`config.mk`:
```
export PLATFORM = sky130hd
export DESIGN_NAME = peripheral_gpio_apb4_flat
export DESIGN_NICKNAME = d
export VERILOG_FILES = /design/src/rtl/peripheral_gpio_apb4_if.sv /design/src/rtl/peripheral_gpio_apb4.sv /design/src/flat_wrapper.sv
export SDC_FILE = /design/constraint.sdc
export NUM_CORES = 1
export LEC_CHECK = 0
export CAP_MARGIN = 20
export CORE_MARGIN = 2
export CORE_UTILIZATION = 40
export DETAILED_ROUTE_END_ITERATION = 16
export PLACE_DENSITY = 0.68
export SETUP_SLACK_MARGIN = 0.02
export SLEW_MARGIN = 20
export SYNTH_ARGS = -nofsm -noshare
export SYNTH_HDL_FRONTEND = slang
export SYNTH_SLANG_ARGS = --single-unit
```
`constraint.sdc`:
```
create_clock -name PCLK -period 1.6 [get_ports PCLK]
set_input_delay 0.16 -clock PCLK [delete_from_list [all_inputs] [get_ports PCLK]]
set_output_delay 0.16 -clock PCLK [all_outputs]
set_load 0.1 [all_outputs]
```
`src/rtl/peripheral_gpio_apb4_if.sv`:
```
// APB4 bus bundle between the AHB3->APB4 bridge (master) and the GPIO slave.
// PRDATA/PREADY/PSLVERR are slave-driven; everything else comes from the master.
interface peripheral_gpio_apb4_if #(
    parameter int PADDR_SIZE = 10,
    parameter int PDATA_SIZE = 8
);
    logic                    PSEL;
    logic                    PENABLE;
    logic [PADDR_SIZE-1:0]   PADDR;
    logic                    PWRITE;
    logic [PDATA_SIZE/8-1:0] PSTRB;
    logic [PDATA_SIZE-1:0]   PWDATA;
    logic [PDATA_SIZE-1:0]   PRDATA;
    logic                    PREADY;
    logic                    PSLVERR;

    modport master (
        output PSEL, PENABLE, PADDR, PWRITE, PSTRB, PWDATA,
        input  PRDATA, PREADY, PSLVERR
    );

    modport slave (
        input  PSEL, PENABLE, PADDR, PWRITE, PSTRB, PWDATA,
        output PRDATA, PREADY, PSLVERR
    );
endinterface

```
`src/rtl/peripheral_gpio_apb4.sv`:
```
// APB4 GPIO: per-pin direction, push-pull/open-drain drive, synchronized input, level/edge IRQ.
// Latency: zero-wait APB; pin edge to STATUS in SYNC_DEPTH+1 cycles, to irq_o in SYNC_DEPTH+2.
// Backpressure: none, PREADY is tied high; errored accesses complete with PSLVERR and no side effect.
module peripheral_gpio_apb4 #(
    parameter int PADDR_SIZE = 10,
    parameter int PDATA_SIZE = 8,
    parameter int SYNC_DEPTH = 2
) (
    input  logic                  PRESETn,
    input  logic                  PCLK,
    peripheral_gpio_apb4_if.slave apb,
    input  logic [PDATA_SIZE-1:0] gpio_i,
    output logic [PDATA_SIZE-1:0] gpio_o,
    output logic [PDATA_SIZE-1:0] gpio_oe,
    output logic                  irq_o
);
    localparam int SD = (SYNC_DEPTH < 2) ? 2 : SYNC_DEPTH;

    localparam logic [2:0] A_MODE   = 3'd0;
    localparam logic [2:0] A_DIR    = 3'd1;
    localparam logic [2:0] A_OUT    = 3'd2;
    localparam logic [2:0] A_IN     = 3'd3;
    localparam logic [2:0] A_TTYPE  = 3'd4;
    localparam logic [2:0] A_TPOL   = 3'd5;
    localparam logic [2:0] A_STATUS = 3'd6;
    localparam logic [2:0] A_IRQEN  = 3'd7;

    logic [SD-1:0][PDATA_SIZE-1:0] sync_q, sync_d;
    logic [PDATA_SIZE-1:0] in_p_q, in_p_d;
    logic [PDATA_SIZE-1:0] mode_q, mode_d;
    logic [PDATA_SIZE-1:0] dir_q, dir_d;
    logic [PDATA_SIZE-1:0] out_q, out_d;
    logic [PDATA_SIZE-1:0] ttype_q, ttype_d;
    logic [PDATA_SIZE-1:0] tpol_q, tpol_d;
    logic [PDATA_SIZE-1:0] status_q, status_d;
    logic [PDATA_SIZE-1:0] irqen_q, irqen_d;
    logic                  irq_q, irq_d;

    logic [PDATA_SIZE-1:0] in_s;
    logic [PDATA_SIZE-1:0] trig;
    logic [PDATA_SIZE-1:0] w1c_mask;
    logic [PDATA_SIZE-1:0] rd_dat;
    logic [2:0]            reg_sel;
    logic                  mapped;
    logic                  access;
    logic                  slv_err;
    logic                  wr_en;

    // ---------------------------------------------------------------
    // APB decode
    // ---------------------------------------------------------------
    assign reg_sel = apb.PADDR[2:0];
    assign mapped  = (apb.PADDR[PADDR_SIZE-1:3] == '0);
    assign access  = apb.PSEL & apb.PENABLE;
    assign slv_err = access & (~mapped | (apb.PWRITE & (reg_sel == A_IN)));
    assign wr_en   = access & apb.PWRITE & apb.PSTRB[0] & ~slv_err;

    // ---------------------------------------------------------------
    // Input synchronizer and trigger detection
    // ---------------------------------------------------------------
    assign in_s = sync_q[SD-1];

    always_comb begin
        sync_d = {sync_q[SD-2:0], gpio_i};
        in_p_d = in_s;
    end

    always_comb begin
        trig = '0;
        for (int i = 0; i < PDATA_SIZE; i++) begin
            if (ttype_q[i]) begin
                trig[i] = tpol_q[i] ? (in_s[i] & ~in_p_q[i]) : (~in_s[i] & in_p_q[i]);
            end else begin
                trig[i] = (in_s[i] == tpol_q[i]);
            end
        end
    end

    // ---------------------------------------------------------------
    // Register next-state
    // ---------------------------------------------------------------
    always_comb begin
        mode_d   = mode_q;
        dir_d    = dir_q;
        out_d    = out_q;
        ttype_d  = ttype_q;
        tpol_d   = tpol_q;
        irqen_d  = irqen_q;
        w1c_mask = '0;
        if (wr_en) begin
            case (reg_sel)
                A_MODE:   mode_d   = apb.PWDATA;
                A_DIR:    dir_d    = apb.PWDATA;
                A_OUT:    out_d    = apb.PWDATA;
                A_TTYPE:  ttype_d  = apb.PWDATA;
                A_TPOL:   tpol_d   = apb.PWDATA;
                A_STATUS: w1c_mask = apb.PWDATA;
                A_IRQEN:  irqen_d  = apb.PWDATA;
                default:  ;
            endcase
        end
        // A trigger in the same cycle as its clear keeps the bit set.
        status_d = (status_q & ~w1c_mask) | trig;
        irq_d    = |(status_q & irqen_q);
    end

    always_ff @(posedge PCLK or negedge PRESETn) begin
        if (!PRESETn) begin
            sync_q   <= '0;
            in_p_q   <= '0;
            mode_q   <= '0;
            dir_q    <= '0;
            out_q    <= '0;
            ttype_q  <= '0;
            tpol_q   <= '0;
            status_q <= '0;
            irqen_q  <= '0;
            irq_q    <= 1'b0;
        end else begin
            sync_q   <= sync_d;
            in_p_q   <= in_p_d;
            mode_q   <= mode_d;
            dir_q    <= dir_d;
            out_q    <= out_d;
            ttype_q  <= ttype_d;
            tpol_q   <= tpol_d;
            status_q <= status_d;
            irqen_q  <= irqen_d;
            irq_q    <= irq_d;
        end
    end

    // ---------------------------------------------------------------
    // Read mux and bus response
    // ---------------------------------------------------------------
    always_comb begin
        rd_dat = '0;
        if (apb.PSEL & ~apb.PWRITE & mapped) begin
            case (reg_sel)
                A_MODE:   rd_dat = mode_q;
                A_DIR:    rd_dat = dir_q;
                A_OUT:    rd_dat = out_q;
                A_IN:     rd_dat = in_s;
                A_TTYPE:  rd_dat = ttype_q;
                A_TPOL:   rd_dat = tpol_q;
                A_STATUS: rd_dat = status_q;
                A_IRQEN:  rd_dat = irqen_q;
                default:  rd_dat = '0;
            endcase
        end
    end

    assign apb.PRDATA  = rd_dat;
    assign apb.PREADY  = 1'b1;
    assign apb.PSLVERR = slv_err;

    // Open-drain pins only ever pull low: drive enabled exactly when OUT is 0.
    assign gpio_o  = out_q & ~mode_q;
    assign gpio_oe = dir_q & ~(mode_q & out_q);
    assign irq_o   = irq_q;
endmodule

```
`src/flat_wrapper.sv`:
```
// flat-port wrapper written by rule: the top's interface ports become plain ports
module peripheral_gpio_apb4_flat 
#(
    parameter int PADDR_SIZE = 10,
    parameter int PDATA_SIZE = 8,
    parameter int SYNC_DEPTH = 2
)
  (PRESETn, PCLK, gpio_i, gpio_o, gpio_oe, irq_o, apb_PSEL, apb_PENABLE, apb_PADDR, apb_PWRITE, apb_PSTRB, apb_PWDATA, apb_PRDATA, apb_PREADY, apb_PSLVERR);
  peripheral_gpio_apb4_if #(.PADDR_SIZE(PADDR_SIZE), .PDATA_SIZE(PDATA_SIZE)) apb_i ();
  input  logic PRESETn;
  input  logic PCLK;
  input  logic [PDATA_SIZE-1:0] gpio_i;
  output logic [PDATA_SIZE-1:0] gpio_o;
  output logic [PDATA_SIZE-1:0] gpio_oe;
  output logic irq_o;
  input wire logic [$bits(apb_i.PSEL)-1:0] apb_PSEL;
  input wire logic [$bits(apb_i.PENABLE)-1:0] apb_PENABLE;
  input wire logic [$bits(apb_i.PADDR)-1:0] apb_PADDR;
  input wire logic [$bits(apb_i.PWRITE)-1:0] apb_PWRITE;
  input wire logic [$bits(apb_i.PSTRB)-1:0] apb_PSTRB;
  input wire logic [$bits(apb_i.PWDATA)-1:0] apb_PWDATA;
  output wire logic [$bits(apb_i.PRDATA)-1:0] apb_PRDATA;
  output wire logic [$bits(apb_i.PREADY)-1:0] apb_PREADY;
  output wire logic [$bits(apb_i.PSLVERR)-1:0] apb_PSLVERR;
  assign apb_i.PSEL = apb_PSEL;
  assign apb_i.PENABLE = apb_PENABLE;
  assign apb_i.PADDR = apb_PADDR;
  assign apb_i.PWRITE = apb_PWRITE;
  assign apb_i.PSTRB = apb_PSTRB;
  assign apb_i.PWDATA = apb_PWDATA;
  assign apb_PRDATA = apb_i.PRDATA;
  assign apb_PREADY = apb_i.PREADY;
  assign apb_PSLVERR = apb_i.PSLVERR;
  peripheral_gpio_apb4 #(.PADDR_SIZE(PADDR_SIZE), .PDATA_SIZE(PDATA_SIZE), .SYNC_DEPTH(SYNC_DEPTH)) u_core (.PRESETn(PRESETn), .PCLK(PCLK), .apb(apb_i), .gpio_i(gpio_i), .gpio_o(gpio_o), .gpio_oe(gpio_oe), .irq_o(irq_o));
endmodule
```
# ---- After elaboration in Yosys (flattened, before gate mapping)
# Index checks and enable logic that the tools add are counted.
dict set report op_classes {
  n_eq_ne 15
  mux 20
  n_bitwise 53
  n_reduce_logical 9
}
# operator n
set ops {}
lappend ops {{$pmux 8 s8} 1}
lappend ops {{$and 8x8->8} 5}
lappend ops {{$and 1x1->1} 24}
lappend ops {{$mux 8} 3}
lappend ops {{$not 8->8} 3}
lappend ops {{$not 1->1} 19}
lappend ops {{$mux 1} 16}
lappend ops {{$eq 3x3->1 const B} 4}
lappend ops {{$reduce_and 2->1} 6}
lappend ops {{$eq 1x1->1} 8}
lappend ops {{$or 8x8->8} 1}
lappend ops {{$reduce_or 8->1} 1}
lappend ops {{$logic_not 7->1} 1}
lappend ops {{$eq 3x2->1 const B} 2}
lappend ops {{$eq 3x1->1 const B} 1}
lappend ops {{$logic_not 3->1} 1}
lappend ops {{$or 1x1->1} 1}
dict set report totals {
  regBits 81
  input_bits 32
  out_inout_bits 27
}

# ---- Logic depth before layout (Yosys ltp)
# Gate-level depths: netlist of run 1.
dict set report logic_depth {
  ltp_word 10
  mapped_depth 6
  depth_no_buf 4
}

# ---- Worst setup path after synthesis of run 1
# Ideal clock, no wire load.
dict set report synth_timing {
  path_kind {input-to-output}
  from {in apb_PADDR[5]}
  to {out apb_PRDATA[6]}
  arrival_ns 3.486
  slack_ns -2.046
  cell_stages 4
  path_buffers 0
  path_cell_list {or4_4 -> nor2_8 -> nand3b_2 -> a311oi_1}
}
dict set report synth_between {
  elab_chain_len 3
}
# element line_no
set synth_lines {}
lappend synth_lines {{start, declared} flat_wrapper.sv:18} ;# input wire logic [$bits(apb_i.PADDR)-1:0] apb_PADDR;
lappend synth_lines {{$logic_not 7->1} peripheral_gpio_apb4.sv:53} ;# assign mapped = (apb.PADDR[PADDR_SIZE-1:3] == '0);
lappend synth_lines {{$and 1x1->1} peripheral_gpio_apb4.sv:138} ;# if (apb.PSEL & ~apb.PWRITE & mapped) begin
lappend synth_lines {{$mux 8} peripheral_gpio_apb4.sv:138}
lappend synth_lines {{end, declared} flat_wrapper.sv:22} ;# output wire logic [$bits(apb_i.PRDATA)-1:0] apb_PRDATA;
# Every way passes these cells.

# ---- Worst setup path in the final report of run 1
dict set report layout_timing {
  from {in apb_PADDR[7]}
  to {out apb_PRDATA[1]}
}
# Same word-level chain as after synthesis.

==> results of run 1 <==
## power groups by stage
stage          clock network (mW)  registers, mW  logic [mW]
6_report                     1.70           2.10       0.468
5_1_grt                      1.82           2.10       0.502
4_1_cts                      1.73           2.10       0.459
3_5_place_dp                    0           2.14       0.438
3_3_place_gp                    0           2.14       0.431
2_1_floorplan                   0           2.14       0.180
## area by class of cell
type | instances | area [um^2]
Tap cell | 133 | 166.4
Clock buffer | 14 | 162.7
Multi-Input combinational cell | 214 | 2054
Inverter | 6 | 48.80
Sequential cell | 81 | 2027
Fill cell | 766 | 3664
Clock inverter | 2 | 60.06
Timing Repair Buffer | 124 | 1456
## cell families (layout without fill, tap and decap cells)
kind of cell / count (synthesis) / count (layout) / share of synthesized area, %
AND/OR/NAND/NOR: 93 / 93 / 15.08
multiplexers: 62 / 62 / 19.62
buffers and inverters: 21 / 146 / 3.690
flip-flops: 81 / 81 / 51.53
other: 1 / 1 / 0.09533
AO/OA/AOI/OAI: 58 / 58 / 9.987
## state kept, by name (all words and copies together) (netlist names)
| signal | count |
|---|---|
| u_core.in_p_d | 8 |
| u_core.in_p_q | 8 |
| u_core.irqen_q | 8 |
| u_core.status_q | 8 |
| u_core.tpol_q | 8 |
| u_core.ttype_q | 8 |
| u_core.dir_q | 8 |
| u_core.out_q | 8 |
| u_core.mode_q | 8 |
| u_core.irq_o | 1 |
| u_core.sync_d | 8 |
## critical path, delay by kind of cell
kind            cells  cell delay (ns)
compound gates      1             0.33
buf+inv             3             0.47
simple gates        3             0.78
## placed cells by master, fill, tap and decap left out, types with 2 or more instances in the layout
master,synthesis,routed
a211oi_2,0,2
nor2_1,15,15
inv_1,5,5
bufinv_16,1,3
nor3_1,11,9
and4_4,2,2
nand4_4,4,4
clkdlybuf4s15_1,0,3
and3_1,2,2
buf_4,3,50
buf_12,0,34
and2b_1,3,3
a21oi_1,17,14
a22oi_1,4,4
mux2i_1,7,7
nand2_1,20,19
nand3_1,10,9
clkbuf_8,0,11
nor3b_1,2,2
clkdlybuf4s50_1,0,20
nand3b_1,4,4
o21ai_1,0,3
dlygate4sd2_1,0,3
dfrtp_1,81,81
nor3_4,0,2
buf_6,0,11
mux2_2,13,13
a21oi_2,0,2
nor2b_1,11,3
a211o_1,8,8
a31oi_1,7,7
mux4_2,2,2
nor2b_2,0,8
clkbuf_1,7,3
a21boi_2,0,8
mux2_4,16,32
a311oi_4,0,6
mux2_1,24,8
## worst min-delay path by stage
stage / startpoint / end / slack [ns]
floorplan: PRESETn / u_core.dir_q[0] / -0.14
global placement: PRESETn / u_core.mode_q[6] / 0.13
detailed placement: PRESETn / u_core.out_q[6] / 0.13
CTS: gpio_i[2] / u_core.sync_d[10] / 0.22
global route: gpio_i[6] / u_core.sync_d[14] / 0.23
finish: gpio_i[2] / u_core.sync_d[10] / 0.24
## metrics by stage
stage                     utilization, %  TNS, ns  setup slack, ns  total power, mW
after floorplan                        -   -8.326          -0.7623            2.319
after global placement             56.32   -38.24          -0.6882            2.571
after detailed placement           56.32   -39.56          -0.7104            2.580
after CTS                          60.63   -2.976          -0.3353            4.292
after global routing               61.99   -4.171          -0.3311            4.424
final                              61.99   -3.230          -0.3087            4.273
## repair_timing
| item | 4_1_cts | 5_1_grt |
|---|---|---|
| hold endpoints to repair | 26 | 0 |
| pin swaps | 17 | 11 |
| hold buffers | 1 | 0 |
| resized for setup | 38 | 18 |
| setup endpoints to repair | 65 | 39 |
| setup buffers | 12 | 9 |
## layer usage
metal | up-vias | part of all wire (%) | wire (um)
met5 | - | 0 | 0
met4 | 0 | 1.0 | 111
met3 | 10 | 6.1 | 649
met2 | 120 | 50 | 5327
met1 | 1540 | 43 | 4592
li1 | 1391 | - | -
==> results by group, run 1 <==
Power
  • P_leak: approximately 2.7 nW
  • Power share of the combinational group: 10.9%
  • Maximum vdd ir drop: about 0.45 mV
  • Sw power: 1.006 mW
  • Pwr Density: a little over 700 nW/um^2
  • Clock share of power: 39.9%
  • Sw frac: 23.53%
  • Seq pwr share: 49.2%
  • Int Pwr: 3.268 mW

Synthesis
  • Cell count after synthesis: about 320
  • Syn nets: 348
  • Synth cell count leaders: 81 x dfrtp_1, 24 x mux2_1, 20 x nand2_1, 17 x a21oi_1, 16 x mux2_4
  • Post-synth cell types: 44
  • Leading area contributor after synthesis: dfrtp_1
  • Sequential-to-total area share from yosys stat: about half
  • Async set-or-reset flop fraction in the synthesized netlist: 100.0%
  • Netlist Area Pre-Place: a little under 4000 um^2
  • Synth top area cells: dfrtp_1 52%, mux2_1 6.9%, mux2_4 6.1%, mux2_2 3.7%, a21oi_1 2.2%
  • Synth Warn #: 0
  • Synth Area per Inst: 12.45 um^2
  • Post-synth EDFFs: 0
  • Count leader, synth: dfrtp_1
  • Ys flop type: dfrtp_1
  • Post-synthesis register bit count: 81
  • Synth top area share: 51.53%

Detailed routing
  • Remaining DRCs: 0
  • Post-DR vias/cell: 5.333
  • Detailed Route Iter0 Violations: 145
  • Vias: 3061
  • Final WL: 10.68 mm
  • DRT antenna net count: 0
  • Routed len/inst: 18.61 um
  • DRT Pass-1 Iters: 4

Floorplanning
  • Initial core utilization: around two fifths
  • Core Area: 9639 um^2
  • Die Span X: 103.2 um
  • I/O pin count: 59
  • Die area: 10640 um^2
  • Row Count: 36
  • Die Y: 103.2 um

Setup path
  • Setup crit start kind: input port
  • CP Cell Sequence: buf_6 > or4_4 > nor2_8 > nand3b_4 > buf_12 > a311oi_4 > buf_12
  • Setup CP Type: in2out
  • Crit Reg-Reg Endpoint: u_core.status_q[7]
  • Most used cell, CP: buf_12
  • Worst R2R Path Depth: 4
  • Flop2flop setup slack: slightly below 0.6 ns
  • CP required: roughly 1.4 ns
  • Critical path arrival: 1.75 ns
  • Crit. End Element: output pin
  • Critical Path Sink: apb_PRDATA[1]
  • CP max FO: 8
  • Critical R2R Launch: u_core.tpol_q[7]
  • Highest-delay cell along the critical path: or4_4
  • CP startpoint: apb_PADDR[7]
  • Max incr delay on CP: 0.57 ns

Placement
  • Routability cong.: 0.8733
  • Port Buffer Count: 57
  • Cells after DPL: 536
  • Post-DP HPWL: 7.213 mm
  • Placed Area: around 5400 um^2

Global routing
  • First-pass GRT wire length: 17.04 mm
  • Grt ovf: 0
  • Largest net degree at the start of global routing: 39
  • GRT busiest layer: met2
  • GRT met3 Usage: 4.839%
  • GRT met2 Usage: between 30% and 40%
  • Grt met1 use: 28.43%
  • Tot GR Track Use: between 20% and 30%
  • Initial antenna violation count: 0
  • Vias in the first global route: around 3300

Clock network
  • TritonCTS Buffers: 9
  • CTS sink cnt: 81
  • Skew-Pair Late Insertion Delay: between 0.3 and 0.4 ns
  • CTS root buffer: clkbuf_8
  • H-tree depth: 3
  • CTS Buffer Depth: 2
  • Reg clk slew, reported paths: 0.08 ns
  • TritonCTS clock tree: yes

STA
  • Max Slew Vio Count: 0
  • Final period util: 119.3%
  • Endpoints failing setup: 28
  • Peak Freq: about 520 MHz
  • Endpoints failing hold: 0
  • Setup WS post-layout: -0.3087 ns
  • Hold WS: between 0.2 and 0.25 ns
  • Minimum clock period: 1.909 ns
  • RSZ-0062 raised after global routing: yes
  • Clock Skew: 0.009187 ns

Layout
  • Post-route design area: 5976 um^2
  • Antenna Cells: 0
  • Post-Layout Cell Count: 574
  • Final nets: 468
  • Layout cells sized above 1: 45.80%
  • P&R area growth vs syn: 51.91%

Run status
  • Failing checks: negative setup slack
  • Status: finished with violations

Hold path
  • Worst Hold Class: in2reg
  • Worst Hold Path Cells: 1

Job
  • Max-Cap Viols: 0
(Power assumes the default switching activity.)
==> run 2, diff against run 1 <==
CORE_MARGIN = 3   (was 2)
==> results by group, run 2 (same netlist as run 1, synthesis figures left out) <==
Layout
  • Multi-input gate area: about 2100 um^2
  • Fill cells: 723
  • P&R area growth vs syn: 50.99%
  • Post-Layout Cell Count: 566
  • Commonest non-fill, non-tap cell in the layout: dfrtp_1
  • Post-route design area: 5939 um^2
  • Layout cells sized above 1: 48.28%
  • Final nets: around 460
  • Antenna Cells: 0
  • Fin util: between 60% and 70%
  • Most frequent cells in the layout: 81 x dfrtp_1, 42 x buf_4, 32 x mux2_4, 32 x buf_12, 20 x clkdlybuf4s50_1
  • Sequential cell area: 2027 um^2

Setup path
  • Crit. End Element: output pin
  • Critical R2R Launch: u_core.irqen_q[6]
  • Flop2flop setup slack: 0.56 ns
  • CP max FO: 8
  • CP Cell Sequence: buf_6 > or4_4 > nor2_8 > nand3b_4 > buf_12 > a311oi_4 > buf_12
  • Worst R2R Path Depth: 2
  • Crit Reg-Reg Endpoint: u_core.irq_o
  • Setup crit start kind: input port
  • Setup CP Type: in2out
  • Max incr delay on CP: 0.58 ns
  • CP required: 1.44 ns
  • Most used cell, CP: buf_12
  • Critical path arrival: 1.72 ns
  • Highest-delay cell along the critical path: or4_4

Clock network
  • CTS root buffer: clkbuf_8
  • CTS sink cnt: 81
  • TritonCTS Buffers: 9
  • CTS Buffer Depth: 2
  • Reg clk slew, reported paths: 0.09 ns
  • Skew-Pair Late Insertion Delay: 0.36 ns
  • TritonCTS clock tree: yes
  • H-tree depth: 3

Detailed routing
  • Remaining DRCs: 0
  • Post-DR vias/cell: 5.364
  • DRT Pass-1 Iters: 5
  • Final WL: 10.52 mm
  • Detailed Route Iter0 Violations: 199
  • Vias: 3036
  • Routed len/inst: 18.58 um
  • DRT antenna net count: 0

Floorplanning
  • Core Area: 9415 um^2
  • Die Span X: approximately 110 um
  • I/O pin count: about 60
  • Initial core utilization: 41.78%
  • Die area: 11060 um^2
  • Row Count: 35
  • Die Y: 105.2 um

Placement
  • Placed Area: 5404 um^2
  • Cells after DPL: ~530
  • Post-DP HPWL: 7.172 mm
  • Port Buffer Count: 57
  • Routability cong.: 0.8401

STA
  • Max Slew Vio Count: 0
  • Setup WS post-layout: -0.2842 ns
  • Endpoints failing hold: 0
  • Final period util: 117.8%
  • Hold WS: about 0.23 ns
  • Minimum clock period: 1.884 ns
  • Peak Freq: 530.7 MHz
  • Endpoints failing setup: 42
  • Clock Skew: approximately 0.011 ns
  • RSZ-0062 raised after global routing: yes

Run status
  • Status: finished with violations
  • Failing checks: negative setup slack

Power
  • Maximum vdd ir drop: 0.4514 mV
  • P_leak: 2.691 nW
  • Pwr Density: 698.9 nW/um^2

Job
  • Max-Cap Viols: 0

Hold path
  • Hold Path End: u_core.sync_d[11]
  • Worst Hold Class: in2reg
  • Worst Hold Path Cells: 1
  • Hold Crit Start: gpio_i[3]

Global routing
  • Grt ovf: 0
  • Largest net degree at the start of global routing: between 80 and 90
  • First-pass GRT wire length: 16.88 mm
  • Initial antenna violation count: 0
  • Vias in the first global route: 3187
  • Tot GR Track Use: 19.59%
run 2: changes by cell type in the layout (fill, tap and decap cells not counted), sizes merged:
cell / before / now
buf: 96 / 92
inv: 5 / 9
clkbuf: 15 / 12
clkdlybuf4s15: 3 / 1
clkinv: 0 / 2
bufinv: 3 / 2
run 2: cell type report:
cell class / instances / share of cell area, %
clock buffers: 9 / 2.086
clock inverters: 7 / 1.390
inverters: 6 / 0.8216
multi-input cells: 214 / 35.16
flip-flops and latches: 81 / 34.13
well taps: 129 / 2.718
repair buffers: 120 / 23.70
run 2: how the worst max path moves through the flow:
stage / cells after the start / end / start
after floorplan: 4 / apb_PRDATA[0] / apb_PADDR[5]
after global placement: 7 / u_core.mode_q[3] / apb_PADDR[5]
after detailed placement: 7 / u_core.mode_q[0] / apb_PADDR[5]
after CTS: 8 / apb_PRDATA[7] / apb_PADDR[9]
after global routing: 5 / apb_PRDATA[7] / u_core.tpol_q[7]
final: 7 / apb_PRDATA[4] / apb_PADDR[9]
run 2: power by group:
part	internal [mW]	switching [mW]	total, mW
clock network	0.750	0.847	1.60
logic	0.212	0.242	0.454
registers	2.08	0.0212	2.10
total	3.04	1.11	4.15
run 2: per-stage QoR:
stage	total power, mW	setup TNS [ns]	setup slack, ns
floorplan	2.319	-8.326	-0.7623
global placement	2.554	-39.88	-0.6974
detailed placement	2.561	-41.82	-0.7385
CTS	4.162	-3.316	-0.3224
global route	4.292	-4.591	-0.3302
finish	4.151	-3.266	-0.2842
run 2: timing repair:
action / 4_1_cts / 5_1_grt
gates resized for setup: 49 / 22
endpoints found under the setup margin: 65 / 50
hold buffers: 1 / 0
endpoints found under the hold margin: 81 / 0
setup buffers: 15 / 5
pin swaps: 14 / 6
run 2: worst max-delay path: cells and delay by family:
family                 cells  cell delay, ns
and+or+nand+nor            3            0.82
buffers and inverters      3            0.47
AOI/OAI and AO/OA          1            0.27
run 2: routing by layer:
metal  part of all wire (%)  up-vias  track usage [%]
li1                       -     1391                -
met1                     44     1531            25.60
met2                     49      101            31.85
met3                    6.0       13            5.250
met4                    1.4        0            5.998
met5                      0        -                0
==> RTL change, RTL diff (settings of run 1) <==
Make the reset (`PRESETn`) synchronous in one clocked block.
--- a/src/rtl/peripheral_gpio_apb4.sv
+++ b/src/rtl/peripheral_gpio_apb4.sv
@@ -104,7 +104,7 @@
         irq_d    = |(status_q & irqen_q);
     end
 
-    always_ff @(posedge PCLK or negedge PRESETn) begin
+    always_ff @(posedge PCLK) begin
         if (!PRESETn) begin
             sync_q   <= '0;
             in_p_q   <= '0;
Function: differs if PRESETn is asserted again (counterexample within 4 cycles, from zero or initial values and one cycle with PRESETn low); with PRESETn held inactive, the same outputs for 4 cycles.
==> RTL change against run 1 <==
The run still ends with negative setup slack left. Global-route usage decreased by 2.2 points. Sequential cell count did not move. Synthesized area is 2.6% lower. Worst hold slack lost 8.0 ps. Via count up 5.7%. Fmax fell by 0.70%. Critical path depth fell by 3. Register-to-register slack got worse by 140 ps. Setup slack worse by 14 ps. Cell count up 5.7%. Routed wire length down 7.2%. Count of clock-buffer cells in the layout fell by 5. Cell area is 7.9% lower. Total power shrank 3.6%. Critical endpoint is now apb_PRDATA[6].
==> RTL change: results (changes against run 1) <==
Layout Cells excl Fill=607 (+5.7%); antenna fix cells=0 (unchanged); vias in the first global route=3082 (-5.9%); Area after DPL=0.00510 mm² (-6.1%); overall routing resource usage=19.4% (-2.2 points); dpl hpwl=6840 µm (-5.2%); Yosys warnings=0 (unchanged); Worst Path Max Fanout=2 (-6); leakage power=0.00232 µW (-15%); global-route wire length before repair=15600 µm (-8.3%); clock root cell=clkbuf_8; Netlist cell types=41 (-6.8%); Post-Syn Area per Cell=9.88 µm² (-21%); # setup viols final=12 (-57%); initial antenna violation count=0 (unchanged); H-Tree Level Count=3 (unchanged); layout cell share with drive strength beyond 1=31.8% (-14 points); failing checks=negative setup slack; clk slew on worst S/H paths=roughly 90 ps; Hold Path Class=in -> reg; Worst Path Arrival=between 1500 and 2000 ps; worst setup margin=-322 ps (-13.5 ps); Worst-Skew Late Latency=roughly 360 ps; Inst Count DP=579 (+8.0%); vias per cell=5.33 (about the same); Internal Power=3030 µW (-7.3%); ys async rst share=0% (-100 points); nets@finish=505 (+7.9%); largest net degree at the start of global routing=93 (+140%); Post-synth top cells=dfxtp_1, mux2i_1, nand2_1; max-slew violation count=0 (unchanged); maximum vdd drop=450 µV (-0.12%); Worst Skew=10.6 ps (+1.40 ps); synth top area cells=dfxtp_1, mux2i_1, nand2_1, and2_1, a211oi_1; syn_nets=420 (+21%); 1st-iter DRT viols=192 (+32%); clock buffer depth=2 (unchanged); post-synthesis sequential area ratio=42.3% (-9.2 points); DR pass1 iterations=4 (unchanged); status=finished with violations; Inserted Clock Buffers=9 (unchanged); drt wl/cell=16.3 µm (-12%); GPL Wtd Cong=0.877 (+0.45%)
RTL change: path summary, 6_finish.rpt:
check | cells past startpoint | endpoint | slack [ps] | from
setup / recovery | 4 | apb_PRDATA[6] | -320 | u_core.irqen_q[6]
hold / removal | 3 | u_core.status_q[6] | 230 | PRESETn
setup reg to reg | 4 | u_core.status_q[2] | 440 | u_core.tpol_q[2]
hold reg to reg | 1 | u_core.in_p_d[5] | 440 | u_core.sync_d[13]
RTL change: worst max-delay path: stages (launching register included):
cell	delay, ps
dfxtp_2	330
mux4_2	470
and2_4	180
o221a_4	260
buf_12	160
RTL change: logic make-up after synthesis:
| kind of cell | synth area share [%] |
|---|---|
| compound gates | 11.6 |
| xor+xnor | 2.74 |
| buf+inv | 4.24 |
| flops | 42.3 |
| mux | 18.9 |
| other cells | 0.0978 |
| simple gates | 20.1 |
RTL change: layout make-up:
| cell class | count | area [µm²] |
|---|---|---|
| clock buffers | 9 | 124 |
| clock inverters | 7 | 86.3 |
| well taps | 129 | 161 |
| multi-input cells | 276 | 2260 |
| inverters | 3 | 11.3 |
| flip-flops and latches | 81 | 1630 |
| fillers | 762 | 3780 |
| repair buffers | 102 | 1240 |
RTL change: stage by stage:
| stage | setup WS (ps) | setup TNS, ps |
|---|---|---|
| after floorplan | -387 | -9280 |
| after global placement | -679 | -36210 |
| after detailed placement | -717 | -37410 |
| after CTS | -356 | -2960 |
| after global routing | -355 | -3080 |
| final | -322 | -2480 |
RTL change: what timing repair did:
item                                    4_1_cts  5_1_grt
endpoints found under the hold margin         0        0
gates resized for setup                      40       32
buffers inserted                              6        8
pin swaps                                    15       11
endpoints found under the setup margin       63       43
RTL change: per-layer routing:
metal	part of all wire, %	vias up	routed length (µm)	track usage [%]
met1	45	1566	4510	26.7
met5	0	-	0	0
li1	-	1551	-	-
met3	5.0	18	495	3.15
met4	2.2	0	220	8.51
met2	47	100	4680	30.2
RTL change: power by group through the flow:
| stage | clock network, µW | registers, µW | logic [µW] |
|---|---|---|---|
| final | 1590 | 2090 | 439 |
| after global routing | 1690 | 2090 | 473 |
| after CTS | 1620 | 2090 | 419 |
| after floorplan | 0 | 2120 | 232 |
| after global placement | 0 | 2130 | 390 |
| after detailed placement | 0 | 2140 | 398 |
